<file path="config.mk">
export PLATFORM = sky130hd
export DESIGN_NAME = free_slot_allocator
export DESIGN_NICKNAME = d
export VERILOG_FILES = /design/src/rtl/free_slot_allocator_pkg.sv /design/src/rtl/free_slot_allocator_onehot_to_binary_encoder.sv /design/src/rtl/free_slot_allocator.sv
export SDC_FILE = /design/constraint.sdc
export NUM_CORES = 1
export LEC_CHECK = 0
export BUFFER_PORTS_ARGS = -buffer_cell sky130_fd_sc_hd__buf_2
export CAP_MARGIN = 20
export CORE_MARGIN = 1.5
export CORE_UTILIZATION = 45
export DETAILED_ROUTE_END_ITERATION = 16
export PLACE_DENSITY = 0.75
export SETUP_SLACK_MARGIN = 0.4
export SLEW_MARGIN = 20
export SYNTH_ARGS = -nofsm -noshare
export SYNTH_HDL_FRONTEND = slang
export SYNTH_SLANG_ARGS = --single-unit
</file>
<file path="constraint.sdc">
create_clock -name clock -period 2.6 [get_ports clock]
set_input_delay 0.13 -clock clock [delete_from_list [all_inputs] [get_ports clock]]
set_output_delay 0.13 -clock clock [all_outputs]
set_load 0.02 [all_outputs]
</file>
<file path="src/rtl/free_slot_allocator_pkg.sv">
// Shared helpers for the free-slot allocator: index/count width math and
// the "no slot offered" encoding.
package free_slot_allocator_pkg;

  localparam int DEFAULT_WORD_WIDTH = 8;

  // A one-hot offer of all zeros means no slot is available.
  localparam logic NO_SLOT_BIT = 1'b0;

  function automatic int clog2(input int n);
    int r;
    r = 0;
    while ((32'(1) << r) < n) r = r + 1;
    return r;
  endfunction

  function automatic int index_width(input int word_width);
    return clog2(word_width);
  endfunction

  function automatic int count_width(input int word_width);
    return clog2(word_width + 1);
  endfunction

endpackage

</file>
<file path="src/rtl/free_slot_allocator_onehot_to_binary_encoder.sv">
// One-hot to binary index encoder; an all-zero input encodes as index 0.
module onehot_to_binary_encoder
  import free_slot_allocator_pkg::*;
#(
  parameter int WORD_WIDTH  = DEFAULT_WORD_WIDTH,
  parameter int INDEX_WIDTH = index_width(WORD_WIDTH)
) (
  input  logic [WORD_WIDTH-1:0]  onehot_i,
  output logic [INDEX_WIDTH-1:0] index_o
);

  always_comb begin
    index_o = '0;
    for (int i = 0; i < WORD_WIDTH; i++) begin
      if (onehot_i[i]) index_o = index_o | INDEX_WIDTH'(i);
    end
  end

endmodule

</file>
<file path="src/rtl/free_slot_allocator.sv">
// Busy-bitmap slot allocator: offers the lowest free slot on a valid/ready
// port and takes returned slots on an always-ready free port.
module free_slot_allocator
  import free_slot_allocator_pkg::*;
#(
  parameter int WORD_WIDTH  = DEFAULT_WORD_WIDTH,
  parameter int INDEX_WIDTH = index_width(WORD_WIDTH),
  parameter int COUNT_WIDTH = count_width(WORD_WIDTH)
) (
  input  logic                   clock,
  input  logic                   clear_n,
  output logic                   alloc_valid,
  input  logic                   alloc_ready,
  output logic [WORD_WIDTH-1:0]  alloc_onehot,
  output logic [INDEX_WIDTH-1:0] alloc_index,
  input  logic                   free_valid,
  output logic                   free_ready,
  input  logic [INDEX_WIDTH-1:0] free_index,
  output logic [WORD_WIDTH-1:0]  busy,
  output logic [COUNT_WIDTH-1:0] busy_count,
  output logic                   full,
  output logic                   error
);

  localparam logic [WORD_WIDTH-1:0]  NoSlot      = {WORD_WIDTH{NO_SLOT_BIT}};
  localparam logic [INDEX_WIDTH:0]   SlotLimit   = (INDEX_WIDTH+1)'(WORD_WIDTH);

  logic [WORD_WIDTH-1:0]  busy_q, busy_d;
  logic [COUNT_WIDTH-1:0] count_q, count_d;
  logic                   full_q, error_q, error_d, free_ready_q;
  logic                   valid_q;
  logic [WORD_WIDTH-1:0]  onehot_q;
  logic [INDEX_WIDTH-1:0] index_q;

  logic                   alloc_accept, free_accept, free_legal, free_in_range;
  logic [WORD_WIDTH-1:0]  free_decode, alloc_mask, free_mask, candidate;
  logic [INDEX_WIDTH-1:0] candidate_index;

  assign alloc_accept  = valid_q & alloc_ready;
  assign free_accept   = free_valid & free_ready_q;
  assign free_in_range = ({1'b0, free_index} < SlotLimit);
  // Shift decode yields zero for out-of-range indices, so no bit-select overruns.
  assign free_decode   = WORD_WIDTH'(1) << free_index;
  assign free_legal    = free_accept & free_in_range & (|(busy_q & free_decode));

  assign alloc_mask = alloc_accept ? onehot_q : NoSlot;
  assign free_mask  = free_legal ? free_decode : NoSlot;
  assign busy_d     = (busy_q | alloc_mask) & ~free_mask;

  // Isolate the rightmost zero; carry-out drops so all-ones gives no slot.
  assign candidate  = ~busy_d & (busy_d + WORD_WIDTH'(1));

  assign count_d = count_q + COUNT_WIDTH'(alloc_accept) - COUNT_WIDTH'(free_legal);
  assign error_d = error_q | (free_accept & ~free_legal);

  onehot_to_binary_encoder #(
    .WORD_WIDTH  (WORD_WIDTH),
    .INDEX_WIDTH (INDEX_WIDTH)
  ) u_encoder (
    .onehot_i (candidate),
    .index_o  (candidate_index)
  );

  always_ff @(posedge clock or negedge clear_n) begin
    if (!clear_n) begin
      busy_q       <= '0;
      count_q      <= '0;
      full_q       <= 1'b0;
      error_q      <= 1'b0;
      free_ready_q <= 1'b0;
      valid_q      <= 1'b0;
      onehot_q     <= NoSlot;
      index_q      <= '0;
    end else begin
      busy_q       <= busy_d;
      count_q      <= count_d;
      full_q       <= &busy_d;
      error_q      <= error_d;
      free_ready_q <= 1'b1;
      valid_q      <= |candidate;
      onehot_q     <= candidate;
      index_q      <= candidate_index;
    end
  end

  assign alloc_valid  = valid_q;
  assign alloc_onehot = onehot_q;
  assign alloc_index  = index_q;
  assign free_ready   = free_ready_q;
  assign busy         = busy_q;
  assign busy_count   = count_q;
  assign full         = full_q;
  assign error        = error_q;

endmodule

</file>
==> flow_metrics.env <==
export IMPL_antenna_cells=0
export IMPL_die_w_um=57.4
export IMPL_setup_viol=0
export IMPL_pin_count=34
export IMPL_p_leak_nw=0.799
export IMPL_drv_cap=0
export IMPL_path_common_cell="inv_2"
export IMPL_cp_endpoint="busy_count[2]"
export IMPL_yosysWarnings=0
export IMPL_critPathRequiredTime_ns=2.83
export IMPL_htree_levels=1
export IMPL_tns_ns=0
export IMPL_drive_above_1_share=0.448
export IMPL_insertion_delay_ns=0.33
export IMPL_gp_congestion=0.798
export IMPL_overflow=0
export IMPL_fin_area_um2=1640
export IMPL_yosysSeqAreaShare=0.508
export IMPL_clk_pin_slew_ns=0.15
export IMPL_reg2reg_to="busy_count[2]"
export IMPL_hold_path_class="in -> reg"
export IMPL_endpoint_kind="flip-flop"
export IMPL_postPlaceCellArea_um2=1510
export IMPL_synth_cells=111
export IMPL_slowest_stage="mux4_2"
export IMPL_nFillCells=241
export IMPL_start_kind="flip-flop"
export IMPL_r2r_worst_path_cells=10
export IMPL_slowest_delay_ns=0.47
export IMPL_grt_pass1_vias=960
export IMPL_crit_cells=10
export IMPL_final_common_cell="buf_2"
export IMPL_grt_antenna_before_repair=0
export IMPL_vias=1015
export IMPL_clockRootBuffer="clkbuf_4"
export IMPL_criticalPathCategory="reg -> reg"
export IMPL_clock_sinks=27
export IMPL_drtAntennaViolNets=0
export IMPL_cts_tree="done"
export IMPL_ys_ff_latch=27
export IMPL_hpwl_mm=2.01
export IMPL_ir_drop_mv=0.807
export IMPL_synth_cell_type_count=37
export IMPL_firstDrtPassIters=4
export IMPL_synth_area_um2=1330
export IMPL_syn_to_final_growth_pct=22.8
export IMPL_vias_per_cell=5.49
export IMPL_drt_initial_drc_count=40
export IMPL_wl_per_cell_um=15.9
export IMPL_p_per_area_nw_per_um2=1300
export IMPL_r2r_start="busy[7]"
export IMPL_fmax_ghz=0.431
export IMPL_rsz0062_at_grt="true"
export IMPL_fp_dieH_um=57.4
export IMPL_min_period_ns=2.32
export IMPL_grt_total_usage=0.191
export IMPL_reg2reg_slack_ns=0.28
export IMPL_max_slew_worst_pin_slew_ns=0.584
export IMPL_layout_common_cells="buf_2, dfrtp_1, a31oi_1, inv_1, buf_4"
export IMPL_finClkSkew_ns=0.00296
export IMPL_min_period_over_period=0.893
export IMPL_drc=0
export IMPL_cts_buffer_depth=2
export IMPL_grt_pass1_wl_mm=4.81
export IMPL_worstPathMaxFanout=2
export IMPL_slew_headroom=0.611
export IMPL_status="finished, final reports clean"
export IMPL_final_hold_viol_count=0
export IMPL_grt_max_degree=28
export IMPL_cp_cell_sequence="mux4_2, nand2_1, o21a_1, nor2_2, ha_1, inv_2, ha_4, inv_2, fa_1, xnor2_1"
export IMPL_slew_viol_final=0
export IMPL_core_area_um2=2780
export IMPL_wirelength_mm=2.95
export IMPL_start_util=0.479
export IMPL_path_buf_inv=2
export IMPL_synth_avg_cell_area_um2=12.0
export IMPL_crit_path_start="busy[7]"
export IMPL_io_buffers=33
export IMPL_die_area_um2=3290
export IMPL_cts_buffers=3
export IMPL_cpLargestDelayFamily="adder cells"
export IMPL_rows=19
export IMPL_num_nets_final=167
export IMPL_syn_nets=123
export IMPL_arrival_ns=2.55
==> repair_timing <==
action,CTS,global route
setup buffers,8,0
pin swaps,1,3
gates resized for setup,3,4
hold buffers,1,0
endpoints found under the hold margin,27,0
setup endpoints to repair,3,3
==> how the worst min path moves through the flow <==
stage,from,endpoint,depth (start not counted)
global route,free_valid,error,2
finish,free_valid,error,2
floorplan,clear_n,alloc_index[0],0
CTS,free_valid,error,2
detailed placement,clear_n,busy_count[2],1
global placement,clear_n,busy_count[3],1
==> final cells by class <==
type | count | area (µm²) | area share
Sequential cell | 27 | 681 | 0.416
Timing Repair Buffer | 42 | 239 | 0.146
Clock inverter | 1 | 7.51 | 0.00459
Clock buffer | 3 | 22.5 | 0.0138
Multi-Input combinational cell | 69 | 602 | 0.368
Inverter | 12 | 45.0 | 0.0275
Tap cell | 31 | 38.8 | 0.0237
==> cells by family (layout without fill, tap and decap cells) <==
logic type,after synthesis,in the layout,synth area share
compound gates,28,28,0.183
buf+inv,15,58,0.0545
xor+xnor,3,3,0.0197
fa+ha+maj,5,5,0.0526
other cells,1,1,0.00282
mux,5,5,0.0545
simple gates,27,27,0.125
flops,27,27,0.508
==> sequential cells by signal, summed over array words and instances, names as in the netlist <==
name,count
full,1
error,1
busy,8
alloc_index,3
busy_count,4
alloc_valid,1
free_ready,1
alloc_onehot,8
==> synth_stat cells <==
library cell,n,area share
nand4_1,2,0.0094
and4b_2,2,0.017
o211ai_1,1,0.0056
buf_6,2,0.017
a31o_2,2,0.013
a211oi_2,1,0.0094
a21o_2,1,0.0066
fa_1,1,0.015
o22a_1,1,0.0066
inv_1,12,0.034
o21ai_0,1,0.0038
a31oi_1,11,0.052
conb_1,1,0.0028
a21oi_1,1,0.0038
buf_2,1,0.0038
and3_1,2,0.0094
dfrtp_1,27,0.51
a211oi_4,1,0.015
xnor2_1,3,0.020
a21o_1,1,0.0056
nor2_1,7,0.020
a31oi_4,2,0.032
mux4_2,1,0.017
o21a_1,1,0.0056
a21boi_0,2,0.011
nand2_1,6,0.017
nand3b_1,1,0.0056
and4bb_4,1,0.012
mux2i_1,2,0.015
mux2_4,2,0.023
nand3_1,1,0.0038
nor3b_2,1,0.0094
nand3_2,1,0.0075
o221ai_1,2,0.013
nand2b_1,2,0.0094
nor2b_1,1,0.0047
ha_1,4,0.038
==> through the flow <==
step | setup WS, ns | cells | utilization | hold WS [ns] | power, mW
floorplan | 0.346 | 111 | - | -0.166 | 1.50
global placement | 0.325 | 172 | 0.544 | 0.152 | 1.78
detailed placement | 0.254 | 172 | 0.544 | 0.171 | 1.82
CTS | 0.302 | 185 | 0.582 | 0.0977 | 2.11
global route | 0.200 | 185 | 0.588 | 0.137 | 2.28
finish | 0.278 | 185 | 0.588 | 0.110 | 2.13
==> routing by layer <==
layer / global-route usage / vias to the layer above / share of wire
met5: 0 / - / 0
met4: 0.0698 / 0 / 0.016
met3: 0.0227 / 5 / 0.043
met2: 0.305 / 29 / 0.50
met1: 0.268 / 497 / 0.45
li1: - / 484 / -
==> where the power goes <==
group	internal [mW]	switching (mW)
clock	0.0590	0.129
combinational	0.510	0.698
sequential	0.599	0.135
total	1.17	0.962
(Power assumes the default switching activity.)
